$ cat src/rtl/div_clk_monitor_if.sv
// Signal bundle between a divided-clock source/consumer and div_clk_monitor.
// The DUT uses the slave modport; whoever drives div_clk/en/err_clr uses master.
interface div_clk_monitor_if #(
    parameter int CNT_W = 16
);
    // period_vld is a valid-only strobe: there is no ready, so the consumer
    // must capture period in the single cycle period_vld is high.
    logic             div_clk;
    logic             en;
    logic             err_clr;
    logic             rise_tick;
    logic             fall_tick;
    logic [CNT_W-1:0] period;
    logic             period_vld;
    logic             locked;
    logic             err;
    logic [CNT_W-1:0] high_time;
    logic             duty_err;
    logic [1:0]       dbg_state;

    modport master (
        output div_clk, en, err_clr,
        input  rise_tick, fall_tick, period, period_vld, locked, err,
               high_time, duty_err, dbg_state
    );

    modport slave (
        input  div_clk, en, err_clr,
        output rise_tick, fall_tick, period, period_vld, locked, err,
               high_time, duty_err, dbg_state
    );
endinterface

$ cat src/rtl/div_clk_monitor.sv
// Synchronizes a divided clock into clk_in, emits rise/fall ticks, measures its period and tracks lock.
// Optional duty-cycle measurement is built when DIV_MON_DUTY_EN is defined.
module div_clk_monitor #(
    parameter int N           = 16,
    parameter int SYNC_STAGES = 2,
    parameter int CNT_W       = 16,
    parameter int TOL         = 0,
    parameter int LOCK_COUNT  = 4
) (
    input  logic               clk_in,
    input  logic               rstn,
    div_clk_monitor_if.slave   mon
);
    typedef enum logic [1:0] {
        IDLE  = 2'd0,
        SEEK  = 2'd1,
        TRACK = 2'd2,
        LOCK  = 2'd3
    } state_e;

    localparam int               GW      = $clog2(LOCK_COUNT + 1);
    localparam logic [CNT_W-1:0] CNT_MAX = '1;
    localparam logic [CNT_W-1:0] TMO     = CNT_W'(2 * N - 1);
    localparam logic [CNT_W:0]   N_W     = (CNT_W + 1)'(N);
    localparam logic [CNT_W:0]   TOL_W   = (CNT_W + 1)'(TOL);
    localparam logic [GW-1:0]    LC_W    = GW'(LOCK_COUNT);

    function automatic logic [CNT_W:0] abs_diff(input logic [CNT_W:0] a, input logic [CNT_W:0] b);
        return (a >= b) ? (a - b) : (b - a);
    endfunction

    logic [SYNC_STAGES-1:0] sync_q, sync_d;
    logic                   edge_q, edge_d;
    state_e                 state_q, state_d;
    logic [CNT_W-1:0]       cnt_q, cnt_d;
    logic [GW-1:0]          good_q, good_d;
    logic                   rise_tick_q, rise_tick_d;
    logic                   fall_tick_q, fall_tick_d;
    logic [CNT_W-1:0]       period_q, period_d;
    logic                   period_vld_q, period_vld_d;
    logic                   locked_q, locked_d;
    logic                   err_q, err_d;

    logic                   rise_evt, fall_evt, match, timeout, err_set;
    logic [CNT_W:0]         period_new;
    logic [GW-1:0]          good_inc;

    // Edge detection looks at the synchronizer output and its one-cycle delay.
    assign rise_evt   = sync_q[SYNC_STAGES-1] & ~edge_q;
    assign fall_evt   = ~sync_q[SYNC_STAGES-1] & edge_q;
    assign period_new = {1'b0, cnt_q} + (CNT_W + 1)'(1);
    assign match      = abs_diff(period_new, N_W) <= TOL_W;
    assign timeout    = cnt_q >= TMO;
    assign good_inc   = good_q + GW'(1);

    always_comb begin
        sync_d       = {sync_q[SYNC_STAGES-2:0], mon.div_clk};
        edge_d       = sync_q[SYNC_STAGES-1];
        state_d      = state_q;
        good_d       = good_q;
        period_d     = period_q;
        period_vld_d = 1'b0;
        err_set      = 1'b0;
        if (rise_evt)              cnt_d = '0;
        else if (cnt_q == CNT_MAX) cnt_d = cnt_q;
        else                       cnt_d = cnt_q + CNT_W'(1);

        case (state_q)
            IDLE: begin
                cnt_d   = '0;
                good_d  = '0;
                state_d = SEEK;
            end
            SEEK: begin
                if (rise_evt) begin
                    state_d = TRACK;
                    good_d  = '0;
                end
            end
            TRACK: begin
                if (rise_evt) begin
                    period_vld_d = 1'b1;
                    period_d     = period_new[CNT_W-1:0];
                    if (match) begin
                        good_d = good_inc;
                        if (good_inc == LC_W) state_d = LOCK;
                    end else begin
                        good_d = '0;
                    end
                end else if (timeout) begin
                    state_d = SEEK;
                end
            end
            LOCK: begin
                if (rise_evt) begin
                    period_vld_d = 1'b1;
                    period_d     = period_new[CNT_W-1:0];
                    if (!match) begin
                        err_set = 1'b1;
                        state_d = TRACK;
                        good_d  = '0;
                    end
                end else if (timeout) begin
                    err_set = 1'b1;
                    state_d = SEEK;
                end
            end
            default: state_d = IDLE;
        endcase

        // Dropping en overrides everything; period and err simply hold.
        if (!mon.en) begin
            state_d      = IDLE;
            cnt_d        = '0;
            good_d       = '0;
            period_d     = period_q;
            period_vld_d = 1'b0;
            err_set      = 1'b0;
        end

        err_d       = err_set ? 1'b1 : (mon.err_clr ? 1'b0 : err_q);
        locked_d    = (state_d == LOCK);
        rise_tick_d = rise_evt & mon.en;
        fall_tick_d = fall_evt & mon.en;
    end

    always_ff @(posedge clk_in or negedge rstn) begin
        if (!rstn) begin
            sync_q       <= '0;
            edge_q       <= 1'b0;
            state_q      <= IDLE;
            cnt_q        <= '0;
            good_q       <= '0;
            rise_tick_q  <= 1'b0;
            fall_tick_q  <= 1'b0;
            period_q     <= '0;
            period_vld_q <= 1'b0;
            locked_q     <= 1'b0;
            err_q        <= 1'b0;
        end else begin
            sync_q       <= sync_d;
            edge_q       <= edge_d;
            state_q      <= state_d;
            cnt_q        <= cnt_d;
            good_q       <= good_d;
            rise_tick_q  <= rise_tick_d;
            fall_tick_q  <= fall_tick_d;
            period_q     <= period_d;
            period_vld_q <= period_vld_d;
            locked_q     <= locked_d;
            err_q        <= err_d;
        end
    end

`ifdef DIV_MON_DUTY_EN
    localparam logic [CNT_W:0] HALF_W = (CNT_W + 1)'(N / 2);

    logic [CNT_W-1:0] hcnt_q, hcnt_d;
    logic [CNT_W-1:0] high_time_q, high_time_d;
    logic             duty_err_q, duty_err_d;
    logic [CNT_W:0]   high_new;
    logic             duty_set;

    assign high_new = {1'b0, hcnt_q} + (CNT_W + 1)'(1);

    // High phase is only meaningful once a measured rise has anchored hcnt.
    always_comb begin
        high_time_d = high_time_q;
        duty_set    = 1'b0;
        if (rise_evt)               hcnt_d = '0;
        else if (hcnt_q == CNT_MAX) hcnt_d = hcnt_q;
        else                        hcnt_d = hcnt_q + CNT_W'(1);
        if (mon.en && fall_evt && (state_q == TRACK || state_q == LOCK)) begin
            high_time_d = high_new[CNT_W-1:0];
            duty_set    = (state_q == LOCK) && (abs_diff(high_new, HALF_W) > TOL_W);
        end
        duty_err_d = duty_set ? 1'b1 : (mon.err_clr ? 1'b0 : duty_err_q);
    end

    always_ff @(posedge clk_in or negedge rstn) begin
        if (!rstn) begin
            hcnt_q      <= '0;
            high_time_q <= '0;
            duty_err_q  <= 1'b0;
        end else begin
            hcnt_q      <= hcnt_d;
            high_time_q <= high_time_d;
            duty_err_q  <= duty_err_d;
        end
    end

    assign mon.high_time = high_time_q;
    assign mon.duty_err  = duty_err_q;
`else
    assign mon.high_time = '0;
    assign mon.duty_err  = 1'b0;
`endif

    assign mon.rise_tick  = rise_tick_q;
    assign mon.fall_tick  = fall_tick_q;
    assign mon.period     = period_q;
    assign mon.period_vld = period_vld_q;
    assign mon.locked     = locked_q;
    assign mon.err        = err_q;
    assign mon.dbg_state  = state_q;
endmodule
$ cat src/flat_wrapper.sv
// flat-port wrapper written by rule: the top's interface ports become plain ports
module div_clk_monitor_flat 
#(
    parameter int N           = 16,
    parameter int SYNC_STAGES = 2,
    parameter int CNT_W       = 16,
    parameter int TOL         = 0,
    parameter int LOCK_COUNT  = 4
)
  (clk_in, rstn, mon_div_clk, mon_en, mon_err_clr, mon_rise_tick, mon_fall_tick, mon_period, mon_period_vld, mon_locked, mon_err, mon_high_time, mon_duty_err, mon_dbg_state);
  div_clk_monitor_if #(.CNT_W(CNT_W)) mon_i ();
  input  logic clk_in;
  input  logic rstn;
  input wire logic [$bits(mon_i.div_clk)-1:0] mon_div_clk;
  input wire logic [$bits(mon_i.en)-1:0] mon_en;
  input wire logic [$bits(mon_i.err_clr)-1:0] mon_err_clr;
  output wire logic [$bits(mon_i.rise_tick)-1:0] mon_rise_tick;
  output wire logic [$bits(mon_i.fall_tick)-1:0] mon_fall_tick;
  output wire logic [$bits(mon_i.period)-1:0] mon_period;
  output wire logic [$bits(mon_i.period_vld)-1:0] mon_period_vld;
  output wire logic [$bits(mon_i.locked)-1:0] mon_locked;
  output wire logic [$bits(mon_i.err)-1:0] mon_err;
  output wire logic [$bits(mon_i.high_time)-1:0] mon_high_time;
  output wire logic [$bits(mon_i.duty_err)-1:0] mon_duty_err;
  output wire logic [$bits(mon_i.dbg_state)-1:0] mon_dbg_state;
  assign mon_i.div_clk = mon_div_clk;
  assign mon_i.en = mon_en;
  assign mon_i.err_clr = mon_err_clr;
  assign mon_rise_tick = mon_i.rise_tick;
  assign mon_fall_tick = mon_i.fall_tick;
  assign mon_period = mon_i.period;
  assign mon_period_vld = mon_i.period_vld;
  assign mon_locked = mon_i.locked;
  assign mon_err = mon_i.err;
  assign mon_high_time = mon_i.high_time;
  assign mon_duty_err = mon_i.duty_err;
  assign mon_dbg_state = mon_i.dbg_state;
  div_clk_monitor #(.N(N), .SYNC_STAGES(SYNC_STAGES), .CNT_W(CNT_W), .TOL(TOL), .LOCK_COUNT(LOCK_COUNT)) u_core (.clk_in(clk_in), .rstn(rstn), .mon(mon_i));
endmodule
$ cat config.mk
export PLATFORM = sky130hd
export DESIGN_NAME = div_clk_monitor_flat
export DESIGN_NICKNAME = d
export VERILOG_FILES = /design/src/rtl/div_clk_monitor_if.sv /design/src/rtl/div_clk_monitor.sv /design/src/flat_wrapper.sv
export SDC_FILE = /design/constraint.sdc
export NUM_CORES = 1
export LEC_CHECK = 0
export ABC_AREA = 1
export BUFFER_PORTS_ARGS = -buffer_cell sky130_fd_sc_hd__buf_4
export CORE_MARGIN = 4
export CORE_UTILIZATION = 45
export CTS_BUF_LIST = sky130_fd_sc_hd__clkbuf_8
export DETAILED_ROUTE_END_ITERATION = 8
export PLACE_DENSITY = 0.76
export SLEW_MARGIN = 40
export SYNTH_ARGS = -nofsm -noshare
export SYNTH_HDL_FRONTEND = slang
export SYNTH_SLANG_ARGS = --single-unit
$ cat constraint.sdc
create_clock -name clk_in -period 3.7 [get_ports clk_in]
set_clock_uncertainty 0.05 [all_clocks]
set_input_delay 0.74 -clock clk_in [delete_from_list [all_inputs] [get_ports clk_in]]
set_output_delay 0.74 -clock clk_in [all_outputs]
set_load 0.01 [all_outputs]
== Yosys cells after proc, flatten, opt, wreduce, memory -nomap -nowiden ==
Cells that the tools add are included.
Storage, ports and cells
  memory bits (read-only): 0
  flip-flop bits (word level): 45
  bits in writable memories: 0
  bits in latches: 0
  memories: 0
Operators by class
  equality and inequality tests: 11
  $add $sub $neg: 5
  order comparisons: 3
  bitwise logic cells: 6
  reduce and logical (&&, ||, !) cells: 5
  mux-type cells: 31
  divide/modulo/power cells: 0
  shift-type cells: 0
  multipliers: 0
Operators with widths (number)
  16-bit 2-to-1 mux: 4
  3-bit 2-to-1 mux: 6
  16-bit by 1-bit adder with 17-bit output, second input constant: 1
  17-bit by 5-bit greater-or-equal comparator with 1-bit output, second input constant: 1
  17-bit by 1-bit less-or-equal comparator with 1-bit output, second input constant: 1
  17-bit 2-to-1 mux: 1
  17-bit by 5-bit subtractor with 17-bit output, second input constant: 1
  5-bit by 17-bit subtractor with 17-bit output, first input constant: 1
  16-bit by 1-bit adder with 16-bit output, second input constant: 1
  16-bit == test, second input constant: 1
  16-bit by 5-bit greater-or-equal comparator with 1-bit output, second input constant: 1
  2-bit 2-to-1 mux: 8
  3-bit one-hot mux with 4 select lines: 1
  1-bit 2-to-1 mux: 10
  3-bit by 2-bit inequality test with 1-bit output, second input constant: 3
  2-bit one-hot mux with 4 select lines: 1
  2-bit == test, second input constant: 3
  1-bit AND: 4
  4-bit by 3-bit inequality test with 1-bit output, second input constant: 1
  4-bit AND reduction: 1
  3-bit by 1-bit adder with 3-bit output, second input constant: 1
  3-bit == test, second input constant: 1
  3-bit inequality test, second input constant: 1
  3-bit AND reduction: 1
  5 further kinds: 6

== Depth between registers and ports, before layout ==
  word-level depth: 9
  mapped depth: 21
  depth with buffers taken out: 21

== Worst setup path before layout ==
OpenSTA, ideal clock, no wires.
  path type: reg-to-reg
  from: reg u_core.cnt_q[0]
  to: reg u_core.state_q[0] (netlist: u_core.mon.dbg_state[0])
  required time: 3529 ps
  buffers on the path: 0
  data arrival time: 2288 ps
  stages on the path, launching flop included: 21
  path slack: 1240 ps
  period minus slack after synthesis: 2460 ps
  cells stage by stage: dfrtp_1 ha_1 nand2_2 inv_1 nand2_1 nand2_1 inv_2 ha_1 nand3_1 nor2_1 nand2_1 nor3_1 nor2_1 nand3_1 nand2_1 nand2_2 nand2_1 nand2_1 nand2_1 nor2_1 nor2_1
On the way
  word-level cells in the longest chain between the ends: 8
  elaborated cells on any way between the ends: 14
RTL lines
  from (decl): line div_clk_monitor.sv:35  | logic [CNT_W-1:0] cnt_q, cnt_d;
  from (signal assigned): line div_clk_monitor.sv:144  | cnt_q <= cnt_d;
  16-bit by 1-bit adder with 17-bit output *: line div_clk_monitor.sv:51  | assign period_new = {1'b0, cnt_q} + (CNT_W + 1)'(1);
  via u_core.period_new[4]: line div_clk_monitor.sv:45  | logic [CNT_W:0] period_new;
  5-bit by 17-bit subtractor with 17-bit output (tied with other cells): line div_clk_monitor.sv:29  | return (a >= b) ? (a - b) : (b - a);
  17-bit 2-to-1 mux *: line div_clk_monitor.sv:29
  17-bit by 1-bit less-or-equal comparator with 1-bit output *: line div_clk_monitor.sv:52  | assign match = abs_diff(period_new, N_W) <= TOL_W;
  2-bit 2-to-1 mux, on equally long branches: line div_clk_monitor.sv:98, div_clk_monitor.sv:84
  2-bit 2-to-1 mux, on equally long branches: line div_clk_monitor.sv:95, div_clk_monitor.sv:81
  2-bit one-hot mux with 4 select lines *: line div_clk_monitor.sv:68  | case (state_q)
  2-bit 2-to-1 mux *: line div_clk_monitor.sv:112  | if (!mon.en) begin
  via u_core.state_d[0]: line div_clk_monitor.sv:34  | state_e state_q, state_d;
  to (signal assigned): line div_clk_monitor.sv:143  | state_q <= state_d;
  to (decl): line div_clk_monitor.sv:34
Mark *: on every way through the listed nets, which the timed path passes. The rest lies on a longest branch.
A chain may end at the register's enable or synchronous reset.

== Final worst setup path ==
  from: reg u_core.cnt_q[0]
  to: reg u_core.good_q[2]
On the way
  word-level cells in the longest chain between the ends: 8
  elaborated cells on any way between the ends: 12
RTL lines
  16-bit by 1-bit adder with 17-bit output *: line div_clk_monitor.sv:51
  via u_core.period_new[4]: line div_clk_monitor.sv:45
  5-bit by 17-bit subtractor with 17-bit output (tied with other cells): line div_clk_monitor.sv:29
  17-bit 2-to-1 mux *: line div_clk_monitor.sv:29
  17-bit by 1-bit less-or-equal comparator with 1-bit output *: line div_clk_monitor.sv:52
  3-bit 2-to-1 mux: line div_clk_monitor.sv:84  | if (match) begin
  3-bit 2-to-1 mux: line div_clk_monitor.sv:81  | if (rise_evt) begin
  3-bit one-hot mux with 4 select lines: line div_clk_monitor.sv:68
  3-bit 2-to-1 mux: line div_clk_monitor.sv:112
  to (signal assigned): line div_clk_monitor.sv:145  | good_q <= good_d;
  to (decl): line div_clk_monitor.sv:36  | logic [GW-1:0] good_q, good_d;
Mark *: on every way through the listed nets, which the timed path passes. The rest lies on a longest branch. The select of a mux whose other input is x is not followed.

==> impl_metrics.py <==
metrics = {
    "power_and_ir_drop": {
        "p_int_uw": 729,
        "p_leak_uw": 0.00171,
        "clkPwrFrac": 0.404,
        "p_seq_frac": 0.540,
        "power_density_nw_per_um2": 293,
        "peakVddDrop_v": 0.000267,
        "pwr-share-comb": 0.055,
        "switching_share": 0.216,
        "p_sw_uw": 201,
    },
    "final_layout": {
        "fill_cells": 586,
        "area_growth_pct": 11.6,
        "final_core_util": 0.526,
        "final_layout_size_suffix_gt1_frac": 0.150,
        "diodes": 0,
        "nets": 444,
    },
    "worst_setup_path": {
        "cp-endpoint": "u_core.good_q[2]",
        "cp_num_cells": 19,
        "cp_max_fo": 7,
        "critical_path_class": "reg -> reg",
        "endpoint_kind": "register",
        "crit_path_max_incr_delay_ns": 0.43,
        "r2r_cells": 19,
        "critPathLaunchType": "register",
        "crit_start": "u_core.cnt_q[0]",
        "worst_path_max_delay_cell": "dfrtp_1",
        "rrSetupSlack_ns": 0.77,
        "cpLargestDelayFamily": "simple AND/OR/NAND/NOR gates",
        "required_ns": 3.83,
        "r2r-start": "u_core.cnt_q[0]",
        "cp_common_cell": "nand2_1",
        "path_cells": "ha_1 > nand2_2 > inv_1 > nand2_1 > nand2_1 > inv_2 > ha_1 > nand3_1 > nand2_1 > xor2_1 > nand3_1 > nor2_1 > nand3_1 > nand2_1 > nand3_1 > nand2_1 > inv_2 > nand2_1 > o21ai_1",
        "worst-path-buf-inv": 3,
        "timing.rr.end": "u_core.good_q[2]",
        "worstPathArrival_ns": 3.06,
    },
    "logic_synthesis": {
        "yosysSeqAreaShare": 0.396,
        "ys.flop_type": "dfrtp_1",
        "synth_edf_count": 0,
        "synth_cell_type_count": 29,
        "ys_ff_latch": 45,
        "syn_area_um2": 2840,
        "syn_inst": 405,
        "synth.avg_cell_area_um2": 7.02,
        "synth_top_cell_by_area": "dfrtp_1",
        "synth.top_cell.area_share": 0.396,
        "async_reset_ff_frac": 1.00,
        "synth_warnings": 0,
        "synth.area.top_cells": "dfrtp_1 40%, nand2_1 16%, inv_1 6.1%",
    },
    "grt": {
        "grt_usage": 0.187,
        "grt_max_degree": 46,
        "grt_pass1_wl_um": 11400,
        "antenna_found_initial": 0,
        "grt_pass1_vias": 2524,
        "grt_overflow": 0,
    },
    "cts": {
        "cts_tree": "yes",
        "cts_hold_repair.buffers": 0,
        "h-tree-depth": 2,
        "numCtsBuffers": 5,
        "post_cts_buffers": 0,
        "clock_sinks": 45,
        "clkTransAtPathRegs_ns": 0.08,
        "cts_buffer_depth": 2,
        "cts_root_buf": "clkbuf_8",
        "cts.repair.resized": 0,
        "clock_latency_ns": 0.29,
    },
    "placement": {
        "io_buffers": 27,
        "hpwl_um": 4950,
        "place_congestion": 0.948,
    },
    "route": {
        "drtPass1Iterations": 4,
        "wl_per_cell_um": 12.7,
        "drtAntennaViolNets": 0,
        "drt_first_iter_violations": 222,
        "via_count": 2576,
        "wl_um": 6480,
        "drc": 0,
        "via_per_inst": 5.06,
    },
    "timing": {
        "timing.slew.headroom": 0.634,
        "tightest_slew_ns": 0.549,
        "hold_viol_final": 0,
        "drv_slew": 0,
        "layout_min_cycle_time_ns": 2.93,
        "rsz0062_at_grt": "false",
        "finalSetupViolations": 0,
        "fin_crit_sh": 0.791,
        "setup_tns_ns": 0,
        "max_freq_mhz": 342,
    },
    "run": {
        "drv_cap": 0,
    },
    "floorplan": {
        "die_w_um": 87.5,
        "core_um2": 6030,
        "die_h_um": 87.5,
        "start_util": 0.472,
        "fp-row-count": 28,
        "dieArea_um2": 7650,
        "io_pins": 45,
    },
    "outcome": {
        "status": "complete, no violations",
    },
    "min_path": {
        "hold_path_class": "reg -> reg",
    },
}
==> worst min path at each step <==
stage / start / endpoint / cells past startpoint
CTS: u_core.sync_q[0] / u_core.sync_q[1] / 0
global placement: u_core.sync_q[0] / u_core.sync_q[1] / 0
floorplan: u_core.sync_q[0] / u_core.sync_q[1] / 0
finish: u_core.sync_q[0] / u_core.sync_q[1] / 0
global route: u_core.sync_q[0] / u_core.sync_q[1] / 0
detailed placement: u_core.sync_q[0] / u_core.sync_q[1] / 0
==> kinds of logic after synthesis <==
kind of cell / Yosys count / share of synthesized area
AO/OA/AOI/OAI: 47 / 0.0854
buffers and inverters: 73 / 0.119
AND/OR/NAND/NOR: 231 / 0.366
flip-flops: 45 / 0.396
adder cells (fa/ha/maj): 6 / 0.0264
other: 1 / 0.00132
XOR/XNOR: 2 / 0.00616
==> cells in the mapped netlist, types with 2 or more instances <==
| library cell | number |
|---|---|
| a21oi_1 | 18 |
| buf_4 | 17 |
| clkbuf_1 | 4 |
| dfrtp_1 | 45 |
| ha_1 | 6 |
| inv_1 | 46 |
| inv_2 | 5 |
| nand2_1 | 121 |
| nand2_2 | 12 |
| nand3_1 | 27 |
| nand3b_1 | 2 |
| nand4_1 | 9 |
| nor2_1 | 41 |
| nor2_2 | 6 |
| nor2_4 | 5 |
| nor3_1 | 3 |
| nor4_1 | 2 |
| o21ai_0 | 22 |
| o21ai_1 | 4 |
==> registers in the layout, indices dropped and copies added, names as in the netlist <==
register	cells
u_core.mon.period	16
u_core.mon.dbg_state	2
u_core.cnt_q	16
u_core.mon.rise_tick	1
u_core.mon.fall_tick	1
u_core.mon.period_vld	1
u_core.mon.locked	1
u_core.edge_q	1
u_core.sync_q	2
u_core.mon.err	1
u_core.good_q	3
==> routing by layer <==
layer  vias to the layer above  routed length (um)  global-route usage  share of wire
li1                       1306                   -                   -              -
met1                      1183                2980               0.249           0.46
met2                        75                3010               0.304           0.46
met3                        12                 364              0.0341          0.056
met4                         0                 126              0.0628          0.019
met5                         -                   0                   0              0
==> final cells by class <==
type | count | area, um2 | share of cell area
clock buffers | 6 | 82.6 | 0.0260
clock inverters | 2 | 33.8 | 0.0107
inverters | 51 | 191 | 0.0604
multi-input cells | 303 | 1440 | 0.454
flip-flops and latches | 45 | 1130 | 0.355
well taps | 75 | 93.8 | 0.0296
repair buffers | 27 | 203 | 0.0639
==> per-stage QoR <==
stage | instance area, um2 | setup WS, ns | hold WS [ns] | power, uW | instances
after global routing | 3170 | 0.400 | 0.325 | 969 | 509
final | 3170 | 0.772 | 0.303 | 930 | 509
after CTS | 3170 | 0.812 | 0.307 | 937 | 509
after detailed placement | 3050 | 0.859 | 0.287 | 564 | 501
after floorplan | 2900 | 1.24 | 0.281 | 553 | 421
after global placement | 3050 | 1.04 | 0.293 | 563 | 501
==> layout by cell type (no fill, tap or decap), drive strengths merged <==
| cell type | synthesis | layout |
|---|---|---|
| a21oi | 18 | 18 |
| nand2 | 133 | 133 |
| buf | 18 | 27 |
| nand4 | 10 | 10 |
| ha | 6 | 6 |
| nand3 | 28 | 28 |
| nor2 | 52 | 52 |
| and2 | 1 | 1 |
| conb | 1 | 17 |
| dfrtp | 45 | 45 |
| nor3 | 3 | 3 |
| o2111ai | 1 | 1 |
| nand3b | 2 | 2 |
| clkbuf | 4 | 6 |
| bufinv | 0 | 1 |
| nor4 | 2 | 2 |
| o21ai | 26 | 26 |
| xnor2 | 1 | 1 |
| xor2 | 1 | 1 |
| o21bai | 1 | 1 |
| o22ai | 1 | 1 |
| inv | 51 | 52 |
==> worst reg2reg max path: stages (launching register included) <==
cell and delay, ns:
dfrtp_1 0.43, ha_1 0.24, nand2_2 0.15, inv_1 0.10, nand2_1 0.10, nand2_1 0.19, inv_2 0.15, ha_1 0.15
nand3_1 0.11, nand2_1 0.14, xor2_1 0.18, nand3_1 0.10, nor2_1 0.10, nand3_1 0.07, nand2_1 0.11, nand3_1 0.09
nand2_1 0.15, inv_2 0.05, nand2_1 0.08, o21ai_1 0.06
==> power groups by stage <==
stage / Clock [uW] / Combinational [uW] / Sequential, uW
2_1_floorplan: 0 / 39.4 / 513
3_3_place_gp: 0 / 51.0 / 512
3_5_place_dp: 0 / 51.6 / 512
4_1_cts: 383 / 51.8 / 502
5_1_grt: 406 / 59.7 / 503
6_report: 376 / 51.3 / 502
Note: power is estimated with default switching activity, not from simulation.
